--- config.mk ---
export PLATFORM = sky130hd
export DESIGN_NAME = mux_arb_nto1_reg
export DESIGN_NICKNAME = d
export VERILOG_FILES = /design/src/rtl/mux_arb_nto1_reg.sv
export SDC_FILE = /design/constraint.sdc
export NUM_CORES = 1
export LEC_CHECK = 0
export BUFFER_PORTS_ARGS = -buffer_cell sky130_fd_sc_hd__buf_4
export CORE_ASPECT_RATIO = 1.25
export CORE_MARGIN = 3
export CORE_UTILIZATION = 40
export CTS_CLUSTER_SIZE = 40
export DETAILED_ROUTE_END_ITERATION = 7
export PLACE_DENSITY = 0.83
export SLEW_MARGIN = 20
export SYNTH_ARGS = -nofsm -noshare
export SYNTH_HDL_FRONTEND = slang
export SYNTH_SLANG_ARGS = --single-unit
--- constraint.sdc ---
create_clock -name clk_i -period 1.53 [get_ports clk_i]
set_input_delay 0.153 -clock clk_i [delete_from_list [all_inputs] [get_ports clk_i]]
set_output_delay 0.153 -clock clk_i [all_outputs]
set_load 0.01 [all_outputs]
--- src/rtl/mux_arb_nto1_reg.sv ---
// mux_arb_nto1_reg: N-to-1 channel selector (explicit index or round-robin) with a
// registered output stage, valid/ready handshake on every channel, and an out-of-range select flag.
module mux_arb_nto1_reg #(
    parameter int DATA_W = 32,
    parameter int CH_NUM = 4,
    parameter int SEL_W  = 2,
    parameter int MODE   = 0
) (
    input  logic                     clk_i,
    input  logic                     rst_i,
    input  logic [CH_NUM*DATA_W-1:0] data_i,
    input  logic [CH_NUM-1:0]        valid_i,
    output logic [CH_NUM-1:0]        ready_o,
    input  logic [SEL_W-1:0]         select_i,
    output logic [DATA_W-1:0]        data_o,
    output logic [SEL_W-1:0]         ch_o,
    output logic                     valid_o,
    input  logic                     ready_i,
    output logic                     err_o
);
    localparam int PAD = 2 ** SEL_W;
    localparam logic [SEL_W:0] CH_LIM = (SEL_W + 1)'(CH_NUM);
    localparam logic [SEL_W-1:0] LAST = SEL_W'(CH_NUM - 1);
    logic                 ld;
    logic                 sel_ok;
    logic                 sel_hit;
    logic                 rr_hit;
    logic                 grant;
    logic                 err_next;
    logic [SEL_W-1:0]     ptr;
    logic [SEL_W-1:0]     rr_g;
    logic [SEL_W-1:0]     g;
    logic [SEL_W:0]       idx;
    logic [PAD-1:0]       vpad;
    logic [DATA_W-1:0]    ch_data [PAD];

    assign ld   = !valid_o || ready_i;
    assign vpad = PAD'(valid_i);

    // Channels padded to a power of two so any select_i indexes safely.
    always_comb begin
        for (int k = 0; k < PAD; k++) ch_data[k] = '0;
        for (int k = 0; k < CH_NUM; k++) ch_data[k] = data_i[k*DATA_W +: DATA_W];
    end

    assign sel_ok  = {1'b0, select_i} < CH_LIM;
    assign sel_hit = sel_ok && vpad[select_i];

    // Scan from the farthest offset down so the closest requester after ptr wins.
    always_comb begin
        rr_hit = 1'b0;
        rr_g   = '0;
        idx    = '0;
        for (int i = CH_NUM - 1; i >= 0; i--) begin
            idx = {1'b0, ptr} + (SEL_W + 1)'(i);
            if (idx >= CH_LIM) idx = idx - CH_LIM;
            if (vpad[idx[SEL_W-1:0]]) begin
                rr_hit = 1'b1;
                rr_g   = idx[SEL_W-1:0];
            end
        end
    end

    assign grant    = ld && ((MODE == 1) ? rr_hit : sel_hit);
    assign g        = (MODE == 1) ? rr_g : select_i;
    assign ready_o  = grant ? (CH_NUM'(1) << g) : '0;
    assign err_next = (MODE == 0) && ld && !sel_ok;

    always_ff @(posedge clk_i or posedge rst_i) begin
        if (rst_i) begin
            data_o  <= '0;
            ch_o    <= '0;
            valid_o <= 1'b0;
            err_o   <= 1'b0;
            ptr     <= '0;
        end else begin
            err_o <= err_next;
            if (ld) begin
                valid_o <= grant;
                if (grant) begin
                    data_o <= ch_data[g];
                    ch_o   <= g;
                    if (MODE == 1) ptr <= (g == LAST) ? '0 : g + 1'b1;
                end
            end
        end
    end
endmodule
Yosys cells after proc, flatten, opt, wreduce, memory -nomap -nowiden

Index checks and enable logic that the tools add are counted.

Bits in registers: 35
Input port bits: 137
Output and inout bits: 40
Logic and storage cells: 17

$lt $le $gt $ge: 2
Shift-type cells: 1
Mux-type cells: 6
Bitwise logic cells: 1
Reduce and logical (&&, ||, !) cells: 4

Operators with widths:

| kind                | count |
|---|---|
| $bmux 32 s2         | 1 |
| $mux 32             | 2 |
| $mux 4              | 1 |
| $shl 1x2->4 const A | 1 |
| $ge 3x3->1 const B  | 1 |
| $lt 2x3->1 const B  | 1 |
| $not 2->3           | 1 |
| $bmux 1 s2          | 1 |
| $reduce_and 2->1    | 1 |
| $logic_and 1x1->1   | 1 |
| $logic_not 1->1     | 1 |
| $logic_or 1x1->1    | 1 |
| $mux 1              | 1 |

Longest topological paths before layout

Word-level depth: 4
Depth in mapped cells: 7
Depth with buffers taken out: 4

Worst setup path before layout

Ideal clock, no wire load.

Path type: input-to-reg
From: in select_i[0]
To: reg data_o[0]
Setup time: 125 ps
Arrival time: 1429 ps
Data required time: 1405 ps
Setup slack: -24 ps
Stages on the path: 4
Buffers on the path: 2
Path through: buf_2 -> buf_2 -> mux4_2 -> mux2_4

Cells in the longest elaborated chain, start to end: 4
Elaborated cells on any way between the ends: 8
Classes of those cells: mux (5); bitwise (1); reduce/logical (2)

Ends and longest elaborated chain:

| item                                                         | RTL line | RTL |
|---|---|---|
| start: declaration                                           | 14       | `input logic [SEL_W-1:0] select_i,` |
| $bmux 1 s2 or $not 2->3 (tied branches)                      | 47, 81   |  |
| $mux 1 (not written as such) or $bmux 32 s2 (tied branches)  | 47, 81   |  |
| $logic_and 1x1->1 or $mux 32 (tied branches)                 | 64, 81   |  |
| $reduce_and 2->1 (no source line) or $mux 32 (tied branches) | -        |  |
| end signal: assignment                                       | 81       | `data_o <= ch_data[g];` |
| end: declaration                                             | 15       | `output logic [DATA_W-1:0] data_o,` |

Parallel ways exist; a longest one is shown, timed or not. The select of a mux whose other input is x is not followed.
A chain may end at the register's enable or synchronous reset.

Final worst setup path

From: reg valid_o
To: out ready_o[2]

Cells in the longest elaborated chain, start to end: 4

Ends and longest elaborated chain:

| item                     | RTL line | RTL |
|---|---|---|
| start: declaration       | 17       | `output logic valid_o,` |
| start signal: assignment | 79       | `valid_o <= grant;` |
| $logic_not 1->1          | 37       | `assign ld = !valid_o \|\| ready_i;` |
| $logic_or 1x1->1         | 37       |  |
| $logic_and 1x1->1        | 64       | `assign grant = ld && ((MODE == 1) ? rr_hit : sel_hit);` |
| $mux 4                   | 66       | `assign ready_o = grant ? (CH_NUM'(1) << g) : '0;` |
| end: declaration         | 13       | `output logic [CH_NUM-1:0] ready_o,` |

Every way passes these cells.

==> impl_results.md <==
* Port Buf Inserts at 175
* Worst Hold Launch: ready_i
* Final WS setup at -0.0504 ns
* Syn_nets at 269
* # rows at 30
* P&R area growth vs syn at 67.7%
* Main synth FF type: dfrtp_1
* Antenna cell count at 0
* Worst-path maximum fanout at 3
* TritonCTS clock tree: done
* Startpoint types: flop
* R2R setup slack at 0.04 ns
* Synth Cell Area at 2290 um2
* Root buffer cell: clkbuf_8
* Post-synth EDFFs at 0
* Antenna violations before repair at 0
* DR WL/cell at 17.8 um
* Ports at 177
* RSZ-0062 raised after global routing: true
* H-tree levels at 2
* P_sw at 0.983 mW
* Die outline height at 90.7 um
* Drt pass-1 iters at 3
* Share of layout cells above drive strength 1 at 0.831
* Total core area at 5480 um2
* Internal power at 2.51 mW
* Count leader, synth: dfrtp_1
* FMAX at 633 MHz
* Switching share of power at 0.281
* Clk Latency, worst-skew pair at 0.28 ns
* Required time worst endpoint at 1.38 ns
* Final wirelength at 6740 um
* Minimum clock period at 1.58 ns
* Worst vdd ir at 0.000560 V
* Top-area cell type share of the netlist area at 0.382
* Reg-to-Reg Start: valid_o
* Yosys warning total at 0
* Average instance area after synthesis at 17.4 um2
* Failing checks: negative setup slack
* DRT antenna net count at 0
* Clock Path Buffers at 2
* Dpl hpwl at 5830 um
* Cell taking the most area after synthesis: dfrtp_1
* Combinational share of power at 0.442
* Flops & latches, synth at 35
* Worst hold stages at 3
* Hold crit path type: in -> reg
* Final Hold Fails at 0
* Pwr per Cell Area at 908 nW/um2
* Min Hold Slack at 0.177 ns
* Critical-path top delay cell: dfrtp_1
* Clk_skew at 0.00319 ns
* Total CTS buffers at 5
* Total gr overflow at 0
* Part of the power in registers at 0.379
* Max-cap violations at 0
* Ys async rst share at 1.00
* Chip width at 73.7 um
* Clock-pin slew on the worst setup and hold paths at 0.07 ns
* Total vias in the final route at 1877
* Worst R2R Path Depth at 5
* Worst slack at placement at -0.0744 ns
* Vias per Instance at 4.97
* Total GRT Usage at 0.208
* Final net count at 450
* Clk sink count at 35
* 1st-iter DRT viols at 52
* Post-Syn Instances at 132
* Worst path arrival time at 1.43 ns
* Critical Path Max Stage Delay at 0.40 ns
* Count of cell types in the netlist at 21
* Final setup fails at 2
* Clock network power share at 0.179
* Static leakage at 1.94 nW
* Sum Neg Setup Slack at -0.0949 ns
* Status: finished with violations
* CP Cell Sequence: nand2b_1, nor3b_4, buf_4, and2_4, buf_6
* Worst flop-to-flop path endpoint: data_o[22]
* Crit end category: output port
* Initial Utilization at 0.419
* Fin crit share at 1.03
* Worst Setup Path Type: reg -> out
* Sequential element share of the synthesized area at 0.382
* Largest net degree at the start of global routing at 36
* Drt drc at 0
* Vias in the first global route at 2197
* Fin. max-slew vios at 0
* First-pass GRT wire length at 10500 um
* RD Place Congestion at 0.740
* Synth cell count leaders: 35 x dfrtp_1, 32 x mux4_2, 30 x mux2_4, 4 x buf_2, 4 x inv_1
* Die area at 6690 um2
* Hold EP: valid_o
* Leading cell types by total area after synthesis: dfrtp_1 38%, mux4_2 31%, mux2_4 20%, buf_8 2.0%, mux2_1 1.5%
==> layer usage <==
metal	wire (um)	global-route usage	up-vias
li1	-	-	877
met1	2200	0.220	920
met5	0	0	-
met4	58	0.0498	0
met3	477	0.0590	4
met2	4000	0.388	76
==> stage by stage <==
stage / area [um2] / power [mW] / utilization / cells
after global placement: 3730 / 2.84 / 0.680 / 368
after floorplan: 2290 / 2.08 / - / 132
final: 3850 / 3.49 / 0.702 / 378
after global routing: 3850 / 3.69 / 0.702 / 378
after CTS: 3850 / 3.54 / 0.702 / 378
after detailed placement: 3730 / 2.89 / 0.680 / 368
==> critical path: cells and delay by family, from the launching register on <==
family	cells	cell delay, ns
flip-flops	1	0.40
AND/OR/NAND/NOR	3	0.50
buffers and inverters	2	0.25
==> area by class of cell <==
class	instances	area, um2
Fill cell	413	1630
Timing Repair Buffer	187	1480
Multi-Input combinational cell	80	1320
Sequential cell	35	876
Tap cell	64	80.1
Clock buffer	5	68.8
Clock inverter	3	15.0
Inverter	4	15.0
==> power by group through the flow <==
| stage | logic [mW] | registers, mW | clock network (mW) |
|---|---|---|---|
| 3_5_place_dp | 1.56 | 1.33 | 0 |
| 3_3_place_gp | 1.51 | 1.33 | 0 |
| 4_1_cts | 1.57 | 1.32 | 0.646 |
| 5_1_grt | 1.64 | 1.36 | 0.691 |
| 6_report | 1.54 | 1.32 | 0.627 |
| 2_1_floorplan | 0.652 | 1.42 | 0 |
==> worst max path at each step <==
stage                startpoint         end  slack [ns]  cells past startpoint
floorplan           select_i[0]   data_o[0]       -0.02                      4
global placement    select_i[1]  data_o[12]       -0.05                      6
detailed placement  select_i[1]  data_o[22]       -0.07                      6
CTS                     valid_o  ready_o[2]       -0.06                      5
global route            valid_o  ready_o[2]       -0.12                      5
finish                  valid_o  ready_o[2]       -0.05                      5
==> cells by family (layout without fill, tap and decap cells) <==
kind of cell           count (synthesis)  count (layout)  synth area share
AOI/OAI and AO/OA                      2               2           0.00436
buffers and inverters                 17             199            0.0529
DFF                                   35              35             0.382
muxes                                 67              67             0.534
other                                  1               1           0.00163
and+or+nand+nor                       10              10            0.0251
==> state kept, by name, indices dropped and copies added, names as in the netlist <==
| name | cells |
|---|---|
| data_o | 32 |
| valid_o | 1 |
| ch_o | 2 |
==> cell usage in the layout, fill, tap and decap left out, drive strengths merged <==
cell type / count
nand3: 1
inv: 4
dfrtp: 35
mux4: 32
mux2i: 1
nor2: 2
o21ai: 2
and2: 2
nor2b: 1
nand2b: 1
mux2: 34
dlygate4sd3: 1
conb: 1
nor3b: 1
nand2: 2
buf: 186
clkinv: 3
clkbuf: 5
==> repair_timing <==
item                                   CTS  global route
pin swaps                                1             0
setup endpoints to repair                2            25
buffers inserted                         1             0
hold buffers                             1             0
endpoints found under the hold margin   35             0
resized for setup                        5             0
(Power assumes the default switching activity.)
